<file path="src/rtl/bcd_timer_nd_pkg.sv">
// Shared constants for the BCD timer: run-state encodings, segment code width, BCD limits.
package bcd_timer_nd_pkg;

    localparam logic [1:0] TMR_IDLE  = 2'd0;
    localparam logic [1:0] TMR_RUN   = 2'd1;
    localparam logic [1:0] TMR_PAUSE = 2'd2;
    localparam logic [1:0] TMR_DONE  = 2'd3;

    localparam int FTSD_CODE_W = 15;

    localparam logic [3:0] BCD_ZERO = 4'd0;
    localparam logic [3:0] BCD_NINE = 4'd9;

endpackage

</file>
<file path="src/rtl/bcd_timer_nd_ftsd.sv">
// FTSD segment decoder for one BCD digit; active-low codes, blank for non-BCD input.
module bcd_timer_nd_ftsd
    import bcd_timer_nd_pkg::*;
#(
    parameter int W = FTSD_CODE_W
) (
    input  logic [3:0]   digit,
    output logic [W-1:0] code
);

    logic [FTSD_CODE_W-1:0] raw;

    always_comb begin
        raw = 15'b111111111111111;
        case (digit)
            4'd0: raw = 15'b000000111111111;
            4'd1: raw = 15'b100111111111111;
            4'd2: raw = 15'b001001011111111;
            4'd3: raw = 15'b000011011111111;
            4'd4: raw = 15'b100110011111111;
            4'd5: raw = 15'b010010011111111;
            4'd6: raw = 15'b010000011111111;
            4'd7: raw = 15'b000111111111111;
            4'd8: raw = 15'b000000011111111;
            4'd9: raw = 15'b000010011111111;
            default: raw = 15'b111111111111111;
        endcase
    end

    assign code = W'(raw);

endmodule

</file>
<file path="src/rtl/bcd_timer_nd.sv">
// DIGITS-wide BCD up/down timer with IDLE/RUN/PAUSE/DONE run control, done pulse and FTSD outputs.
module bcd_timer_nd
    import bcd_timer_nd_pkg::*;
#(
    parameter int DIGITS = 4,
    parameter int FTSD_W = FTSD_CODE_W
) (
    input  logic                       clk,
    input  logic                       rst_n,
    input  logic                       tick,
    input  logic                       load,
    input  logic [4*DIGITS-1:0]        load_val,
    input  logic                       start,
    input  logic                       stop,
    input  logic                       up_dn,
    input  logic                       wrap,
    output logic [4*DIGITS-1:0]        bcd,
    output logic [FTSD_W*DIGITS-1:0]   ftsd,
    output logic                       running,
    output logic                       done
);

    logic [1:0]          state;
    logic [4*DIGITS-1:0] bcd_nxt;
    logic [DIGITS-1:0]   cy;
    logic [DIGITS-1:0]   term_dig;
    logic                nxt_term;
    logic                count_en;

    function automatic logic [4*DIGITS-1:0] clamp_bcd(input logic [4*DIGITS-1:0] v);
        logic [4*DIGITS-1:0] r;
        r = v;
        for (int i = 0; i < DIGITS; i++)
            if (v[4*i +: 4] > BCD_NINE) r[4*i +: 4] = BCD_NINE;
        return r;
    endfunction

    // Ripple chain: cy[i] means digit i must step this tick (carry in up mode, borrow in down mode).
    assign cy[0] = 1'b1;

    for (genvar i = 0; i < DIGITS; i++) begin : g_digit
        logic [3:0] d;
        logic       at_lim;
        assign d      = bcd[4*i +: 4];
        assign at_lim = up_dn ? (d == BCD_NINE) : (d == BCD_ZERO);
        assign bcd_nxt[4*i +: 4] = !cy[i] ? d :
                                   at_lim ? (up_dn ? BCD_ZERO : BCD_NINE) :
                                   (up_dn ? d + 4'd1 : d - 4'd1);
        assign term_dig[i] = (bcd_nxt[4*i +: 4] == (up_dn ? BCD_NINE : BCD_ZERO));
        if (i < DIGITS - 1) begin : g_chain
            assign cy[i+1] = cy[i] & at_lim;
        end

        bcd_timer_nd_ftsd #(.W(FTSD_W)) u_ftsd (
            .digit (d),
            .code  (ftsd[FTSD_W*i +: FTSD_W])
        );
    end

    assign nxt_term = &term_dig;
    assign count_en = (state == TMR_RUN) && tick && !stop;
    assign running  = (state == TMR_RUN);

    always_ff @(posedge clk or negedge rst_n) begin
        if (!rst_n) begin
            state <= TMR_IDLE;
            bcd   <= '0;
            done  <= 1'b0;
        end else begin
            done <= 1'b0;
            if (load) begin
                bcd   <= clamp_bcd(load_val);
                state <= TMR_IDLE;
            end else begin
                if (stop) begin
                    if (state == TMR_RUN) state <= TMR_PAUSE;
                end else if (start && state != TMR_RUN) begin
                    state <= TMR_RUN;
                end
                // Reaching terminal pulses done; rollover out of terminal never does.
                if (count_en) begin
                    bcd <= bcd_nxt;
                    if (nxt_term) begin
                        done <= 1'b1;
                        if (!wrap) state <= TMR_DONE;
                    end
                end
            end
        end
    end

endmodule

</file>
<file path="config.mk">
export PLATFORM = sky130hd
export DESIGN_NAME = bcd_timer_nd
export DESIGN_NICKNAME = d
export VERILOG_FILES = /design/src/rtl/bcd_timer_nd_pkg.sv /design/src/rtl/bcd_timer_nd_ftsd.sv /design/src/rtl/bcd_timer_nd.sv
export SDC_FILE = /design/constraint.sdc
export NUM_CORES = 1
export LEC_CHECK = 0
export BUFFER_PORTS_ARGS = -buffer_cell sky130_fd_sc_hd__buf_2
export CORE_MARGIN = 2
export CORE_UTILIZATION = 51
export CTS_CLUSTER_DIAMETER = 120
export DETAILED_ROUTE_END_ITERATION = 12
export PLACE_DENSITY_LB_ADDON = 0.05
export SLEW_MARGIN = 20
export SYNTH_ARGS = -nofsm -noshare
export SYNTH_HDL_FRONTEND = slang
export SYNTH_SLANG_ARGS = --single-unit
</file>
<file path="constraint.sdc">
create_clock -name clk -period 4.16 [get_ports clk]
set_clock_uncertainty 0.15 [all_clocks]
set_input_delay 0.832 -clock clk [delete_from_list [all_inputs] [get_ports clk]]
set_output_delay 0.832 -clock clk [all_outputs]
set_load 0.05 [all_outputs]
</file>
* Word-level counts from Yosys, hierarchy flattened *
Memory sizes are Yosys's and may differ from the RTL's.
Cells that the tools add are included.

word-level totals
  bits in registers = 19
  bits in latches = 0
  bits in writable memories = 0
  memory bits (read-only) = 448
  memories kept = 4

cells by class
  add/subtract/negate cells = 8
  multiply operators = 0
  divide/modulo/power cells = 0
  magnitude comparators = 4
  equality and inequality tests = 10
  shift-type cells = 0
  multiplexer cells = 33
  bitwise gates (word level) = 2
  reductions and logical operators = 10

memory list
  name              depth  bits a word  rd ports  clocked after memory_dff  write ports  line                     text
  (name not given)  16     7            1         0                         0            bcd_timer_nd_ftsd.sv:15  case (digit)
  (name not given)  16     7            1         0                         0            bcd_timer_nd_ftsd.sv:15
  (name not given)  16     7            1         0                         0            bcd_timer_nd_ftsd.sv:15
  (name not given)  16     7            1         0                         0            bcd_timer_nd_ftsd.sv:15

operators with widths
  kind                                                                     count
  4-bit two-way mux                                                        17
  16-bit two-way mux                                                       2
  4-bit by 1-bit adder with 4-bit output, second input constant            4
  4-bit == test                                                            4
  4-bit == test, second input constant                                     4
  4-bit > comparator, second input constant                                4
  4-bit zero test                                                          4
  4-bit by 1-bit subtractor with 4-bit output, second input constant       4
  2-bit two-way mux                                                        7
  1-bit two-way mux                                                        7
  4-bit AND reduction                                                      1
  1-bit logical AND                                                        3
  1-bit bitwise AND                                                        2
  2-bit by 1-bit == test with 1-bit output, second input constant          1
  2-bit by 1-bit inequality test with 1-bit output, second input constant  1
  2-bit nonzero test                                                       1
  1-bit zero test                                                          1

* Logic depth before layout (Yosys ltp) *
Gate-level depths: netlist (run 1).

  depth in word-level cells = 10
  gate-level depth with buffers = 12
  depth with buffers taken out = 10

* Cells and area by module *
A second synthesis (run 1) with hierarchy kept.

unflattened totals
  cells, all modules = 387
  area, all modules = 3014.1 µm²

by module, submodules not included
  module                                      instances  cells each  area an instance (µm²)
  bcd_timer_nd                                1          226         1936.9
  bcd_timer_nd_ftsd at g_digit[2].u_ftsd ...  2          39          262.8
  bcd_timer_nd_ftsd at g_digit[0].u_ftsd      1          41          277.8
  bcd_timer_nd_ftsd at g_digit[1].u_ftsd      1          42          274.0

* Least setup slack after synthesis (run 1) *
No wires, ideal clock.

  kind = input-to-reg
  start point = in up_dn
  end point = reg state[1]
  library setup time = 0.104 ns
  arrival time = 3.542 ns
  data required time = 3.906 ns
  path slack = 0.365 ns
  cell stages on the path = 12
  path buffers = 2
  cell sequence = buf_2 inv_1 clkbuf_1 ha_1 nand3_1 a221o_1 a21oi_1 o31ai_2 or3_1 nor4bb_1 a41oi_1 o41ai_2

between the ends
  cells in the longest elaborated chain, start to end = 9

RTL lines
  item                             line                text
  start: declaration               bcd_timer_nd.sv:15  input logic up_dn,
  1-bit two-way mux                bcd_timer_nd.sv:45  assign at_lim = up_dn ? (d == BCD_NINE) : (d == BCD_ZERO);
  1-bit bitwise AND (2 in series)  bcd_timer_nd.sv:51  assign cy[i+1] = cy[i] & at_lim;
  4-bit two-way mux                bcd_timer_nd.sv:46  assign bcd_nxt[4*i +: 4] = !cy[i] ? d :
  4-bit == test                    bcd_timer_nd.sv:49  assign term_dig[i] = (bcd_nxt[4*i +: 4] == (up_dn ? BCD_NINE : BCD_ZERO));
  4-bit AND reduction *            bcd_timer_nd.sv:60  assign nxt_term = &term_dig;
  2-bit two-way mux *              bcd_timer_nd.sv:83  if (nxt_term) begin
  2-bit two-way mux *              bcd_timer_nd.sv:81  if (count_en) begin
  2-bit two-way mux *              bcd_timer_nd.sv:71  if (load) begin
  end signal: assignment           bcd_timer_nd.sv:73  state <= TMR_IDLE;
  end signal: assignment           bcd_timer_nd.sv:76  if (state == TMR_RUN) state <= TMR_PAUSE;
  end signal: assignment           bcd_timer_nd.sv:85  if (!wrap) state <= TMR_DONE;
  end: declaration                 bcd_timer_nd.sv:23  logic [1:0] state;

Every way passes the cells marked *; elsewhere a longest branch is shown, timed or not.
A chain may end at the register's enable or synchronous reset.

* Worst setup path in the final report (run 1) *
Ends and elaborated chain as after synthesis.

==> results of run 1 <==
[synthesized netlist by cell type (2+ instances only)]
cell type  count  area, µm²
buf_6          2       22.5
buf_4         32        240
inv_1         17       63.8
o31ai_1        3       22.5
nand2_1       42        158
a21oi_1       42        210
mux2i_1        7       70.1
fa_1           4       80.1
nor3_1        11       55.1
and4_1         2       17.5
clkbuf_1      16       60.1
nand2b_1       8       50.1
nor2b_1        3       18.8
nor2_1        48        180
o31ai_2        2       25.0
o21ai_0       33        165
dfrtp_1       19        475
xnor2_1        3       26.3
a31oi_1        7       43.8
or2_2          3       18.8
nor4b_1        3       26.3
nand4b_1       3       26.3
nand3_1        9       45.0
a41oi_1        2       17.5
ha_1          28        350
a21o_1         3       22.5
or3_1          3       18.8
and3_1         4       25.0
o21bai_1       2       15.0
o21a_1         6       45.0
xor2_1         4       35.0
[per-layer routing]
metal | up-vias | track usage [%] | wire (µm)
li1 | 1421 | - | -
met1 | 1320 | 31.3 | 3250
met2 | 75 | 39.1 | 3240
met3 | 6 | 1.84 | 287
met4 | 0 | 4.39 | 49
met5 | - | 0 | 0
[kinds of logic after synthesis]
logic type	share of synthesized area (%)
buffers and inverters	14.0
AOI/OAI and AO/OA	24.6
muxes	2.47
adders and majority gates	15.1
other	0.132
xor gates and xnor gates	2.16
and+or+nand+nor	24.7
DFF	16.7
[critical path, stage by stage]
cell and delay [ns]:
buf_2 0.31, inv_1 0.22, ha_1 0.38, nand3_1 0.13, a221o_1 0.32, a21oi_1 0.18
o31ai_2 0.10, or3_1 0.38, nor4bb_1 0.28, a41oi_1 0.11, o41ai_2 0.33
[layout make-up]
| class | instances | area (µm²) | area share, % |
|---|---|---|---|
| inverter | 18 | 67.6 | 2.16 |
| multi-input combinational | 337 | 2080 | 66.7 |
| sequential | 19 | 475 | 15.2 |
| clock inverter | 1 | 5.00 | 0.160 |
| tap | 72 | 90.1 | 2.88 |
| timing repair buffer | 71 | 360 | 11.5 |
| clock buffer | 3 | 41.3 | 1.32 |
[through the flow]
step / instance area [µm²] / worst slack, ns
CTS: 3120 / 0.592
floorplan: 2960 / 0.365
detailed placement: 3080 / 0.328
global placement: 3080 / 0.432
finish: 3120 / 0.601
global route: 3120 / 0.412
[where the power goes]
| group | leakage, nW | internal (mW) | switching, mW |
|---|---|---|---|
| registers | 0.238 | 0.199 | 0.0492 |
| logic | 1.29 | 0.170 | 0.483 |
| clock network | 0.0255 | 0.0669 | 0.0716 |
| total | 1.55 | 0.436 | 0.604 |
[flip-flops by register name (all words and copies together) (netlist names)]
name   flops
bcd       16
state      2
done       1
[final timing paths]
path	to	slack [ns]	startpoint
worst max-delay path	state[1]	0.60	up_dn
worst min-delay path	bcd[13]	0.35	rst_n
worst max register to register	state[1]	0.68	bcd[0]
worst min register to register	state[0]	0.43	state[0]
max in group asynchronous	bcd[4]	3.17	rst_n
min in group clk	state[0]	0.43	state[0]
==> results_dict.tcl, run 1 <==
set metrics [dict create \
    cp_max_fo 16 \
    dr.first_iter.drc_count 116 \
    grt_pass1_vias 2663 \
    yosysSeqAreaShare_pct 16.7 \
    cts_buffers 3 \
    synth_cell_type_count 55 \
    syn_inst 395 \
    power_density_nw_per_um2 333 \
    vias 2822 \
    start_util_pct 52.2 \
    gp_congestion 0.836 \
    nets 506 \
    synth_flop_cell "dfrtp_1" \
    outcome "completed" \
    vdd_drop_max_uv 258 \
    cts_sinks 19 \
    yosysWarningCount 0 \
    async_flop_share_pct 100 \
    grt_max_degree 26 \
    layout_commonest_cell "buf_2" \
    holdCritPathClass "primary input to asynchronous set/reset pin" \
    path_clk_slew_ns 0.09 \
    ys_seq_elements 19 \
    netlist_area_um2 2840 \
    die_h_um 78.6 \
    crit_type "primary input to flop" \
    maxCapViolCount 0 \
    fill_cells 534 \
    die_w_um 78.6 \
    worst_pin_slew_ns 0.770 \
    layout-drive-gt1-share_pct 18.7 \
    layout.cells.non_filler 521 \
    drc_errors 0 \
    row_count 27 \
    vias_per_cell 5.42 \
    dr.pass1.iters 4 \
    cp-start-kind "primary input" \
    post_cts_buffers 0 \
    relSlewSlack_pct 48.5 \
    tns_ns 0 \
    die-area_um2 6180 \
    grt_pass1_wl_um 11700 \
    cts-hold-fix-buffers 0 \
    rsz0062_at_grt "false" \
    ctsResizeCount 0 \
    coreArea_um2 5440 \
    dp_hpwl_um 5150 \
    ios 102 \
    syn_area_per_cell_um2 7.19 \
    ctsHtreeMaxLevel 1 \
    clockBufferDepth 2 \
    crit_required_ns 4.18 \
    areaGrowthSynthToFinish_pct 9.91 \
    utilization_pct 57.4 \
    hold_viol_final 0 \
    dp.cells 517 \
    cts-root-buf "clkbuf_8" \
    io_buffers 69 \
    antenna_cells 0 \
    final_cell_mix "buf_2, nor2_1, nand2_1, a21oi_1, o21ai_0" \
    post-route-min-period_ns 3.56 \
    avgRoutedWirePerCell_um 13.1 \
    setup_viol 0 \
    antenna_left 0 \
    maxSlewViolCount 0 \
    power.total_mw 1.04 \
    antenna_found_initial 0 \
    grt-ovfl-total 0 \
    end_kind "flop" \
    hold_slack_ns 0.355 \
    cts_tree "yes" \
    max_freq_ghz 0.281 \
    grt.total_usage_pct 22.7 \
    insertion_delay_ns 0.27 \
    r2r_cells 10 \
    p_leak_nw 1.55 \
    cp.arrival_ns 3.58 \
    post-route-period-util_pct 85.5 \
    wl_um 6820 \
    synth_edf_count 0 \
]
No activity file was read; power rests on OpenSTA's default activity.
==> run 2: changes to the inputs <==
--- a/config.mk
+++ b/config.mk
@@ -7,11 +7,12 @@
 export LEC_CHECK = 0
 export BUFFER_PORTS_ARGS = -buffer_cell sky130_fd_sc_hd__buf_2
 export CORE_MARGIN = 2
-export CORE_UTILIZATION = 51
+export CORE_UTILIZATION = 52
 export CTS_CLUSTER_DIAMETER = 120
 export DETAILED_ROUTE_END_ITERATION = 12
 export PLACE_DENSITY_LB_ADDON = 0.05
 export SLEW_MARGIN = 20
 export SYNTH_ARGS = -nofsm -noshare
 export SYNTH_HDL_FRONTEND = slang
+export SYNTH_HIERARCHICAL = 1
 export SYNTH_SLANG_ARGS = --single-unit
==> run 2 against run 1 <==
Effect of this change: final area grew 5.6%; fmax grew 9.5%; count of clock-buffer cells in the layout grew 1; critical path type unchanged; via count shrank 2.0%; die area grew 3.8%; clock power is essentially flat; first-iteration DRC count grew 7.8%; largest cell class unchanged; combinational power grew 0.9%; critical path depth is the same; core utilization grew 2.1 points; total power grew 1.3%; highest routed layer unchanged.
==> results_dict.tcl, run 2 <==
set metrics [dict create \
    vias_per_cell 5.34 \
    worstReg2RegStart "bcd[13]" \
    ios 102 \
    maxSlewViolCount 0 \
    hold_viol_final 0 \
    synth_edf_count 0 \
    crit_required_ns 4.18 \
    power_density_nw_per_um2 319 \
    tns_ns 0 \
    crit_type "primary input to flop" \
    synthTopCellsByArea "dfrtp_1, ha_1, buf_4" \
    grt_pass1_wl_um 11800 \
    dr.first_iter.drc_count 125 \
    antenna_found_initial 0 \
    rsz0062_at_grt "false" \
    grt-ovfl-total 0 \
    grt_pass1_vias 2526 \
    post-route-min-period_ns 3.25 \
    maxCapViolCount 0 \
    gp_congestion 0.876 \
    fill_cells 546 \
    multi_input_area_um2 2230 \
    areaGrowthSynthToFinish_pct 9.42 \
    cp-start-kind "primary input" \
    relSlewSlack_pct 63.3 \
    final_cell_mix "buf_2, nor2_1, o21ai_0" \
    netlist.area_leader.share_pct 15.8 \
    cts_sinks 19 \
    syn_inst 387 \
    yosys.area.top_type "dfrtp_1" \
    largest_register_ffs 16 \
    cts_buffers 3 \
    nets 503 \
    worst_pin_slew_ns 0.550 \
    antenna_cells 0 \
    top_regs "bcd x16, state x2, done x1" \
    post-route-period-util_pct 78.1 \
    netlist_area_um2 3010 \
    synth_cell_type_count 68 \
    ctsHtreeMaxLevel 1 \
    coreArea_um2 5540 \
    startpoint "up_dn" \
    syn_area_per_cell_um2 7.79 \
    post_cts_buffers 0 \
    die_h_um 80.1 \
    yosysSeqAreaShare_pct 15.8 \
    drc_errors 0 \
    grt.total_usage_pct 22.3 \
    outcome "completed" \
    dr.pass1.iters 5 \
    start_util_pct 54.4 \
    holdCritPathClass "primary input to asynchronous set/reset pin" \
    largest_register "bcd" \
    path_clk_slew_ns 0.08 \
    io_buffers 69 \
    wl_um 6660 \
    vias 2766 \
    cts-hold-fix-buffers 0 \
    cts-root-buf "clkbuf_8" \
    regArea_um2 475 \
    cp_max_fo 13 \
    p_leak_nw 1.56 \
    setup_viol 0 \
    clockBufferDepth 2 \
    layout-drive-gt1-share_pct 25.8 \
    die-area_um2 6420 \
    avgRoutedWirePerCell_um 12.9 \
    async_flop_share_pct 100 \
    max_freq_ghz 0.308 \
    ctsResizeCount 0 \
    synth_flop_cell "dfrtp_1" \
    antenna_left 0 \
    ys_seq_elements 19 \
    cp.arrival_ns 3.27 \
    end_kind "flop" \
    yosysMostFrequentCell "nor2_1" \
    place_area_um2 3250 \
    row_count 27 \
    layout_commonest_cell "buf_2" \
    vdd_drop_max_uv 219 \
    die_w_um 80.1 \
    yosysWarningCount 6 \
    grt_max_degree 24 \
    stdcell_area_um2 3300 \
    cts_tree "yes" \
    synthTopCellsByCount "nor2_1, o21ai_0, buf_4" \
    dp_hpwl_um 5040 \
    insertion_delay_ns 0.26 \
]
-- run 2: logic make-up after synthesis --
| group | share of synthesized area [%] |
|---|---|
| AOI/OAI and AO/OA | 24.5 |
| muxes | 3.40 |
| DFF | 15.8 |
| other | 0.498 |
| buffers and inverters | 13.8 |
| xor gates and xnor gates | 2.91 |
| and+or+nand+nor | 24.8 |
| adders and majority gates | 14.3 |
-- run 2: worst paths after layout --
kind | end | slack, ns | depth (start not counted)
setup reg to reg | done | 1.21 | 8
setup / recovery | done | 0.91 | 11
hold reg to reg | state[0] | 0.44 | 2
min in group clk | state[0] | 0.44 | 2
max in group asynchronous | bcd[7] | 3.17 | 1
hold / removal | state[1] | 0.36 | 1
-- run 2: report_power, final --
group          total (mW)  internal (mW)  leakage, nW  switching, mW
Combinational       0.659          0.178         1.30          0.481
Clock               0.137         0.0684       0.0228         0.0681
Sequential          0.258          0.199        0.237         0.0585
-- run 2: final cells by class --
class	count	area share (%)
Sequential cell	19	14.4
Timing Repair Buffer	72	11.2
Multi-Input combinational cell	328	67.7
Clock buffer	4	1.37
Tap cell	72	2.73
Inverter	23	2.62
-- run 2: layer usage --
layer	part of all wire, %	track usage, %	vias to the layer above
li1	-	-	1406
met1	49	31.8	1271
met2	46	36.7	83
met3	4.5	1.91	6
met4	0.89	5.08	0
met5	0	0	-
-- run 2: critical path: stages --
cell and delay, ns:
buf_2 0.10, clkinv_1 0.11, buf_4 0.22, ha_1 0.35, a21oi_1 0.19, and2_1 0.24, o211ai_1 0.10, a22oi_1 0.15
o21ai_1 0.16, or4_4 0.53, a2111oi_4 0.28
-- run 2: stage by stage --
stage / total power, mW / setup slack (ns) / std cells / hold WS [ns] / util (%)
2_1_floorplan: 0.820 / 0.504 / 415 / 0.375 / -
3_3_place_gp: 0.916 / 0.724 / 514 / 0.412 / 58.7
3_5_place_dp: 0.921 / 0.672 / 514 / 0.425 / 58.7
4_1_cts: 1.06 / 0.940 / 518 / 0.381 / 59.5
5_1_grt: 1.13 / 0.686 / 518 / 0.385 / 59.5
6_report: 1.05 / 0.910 / 518 / 0.364 / 59.5
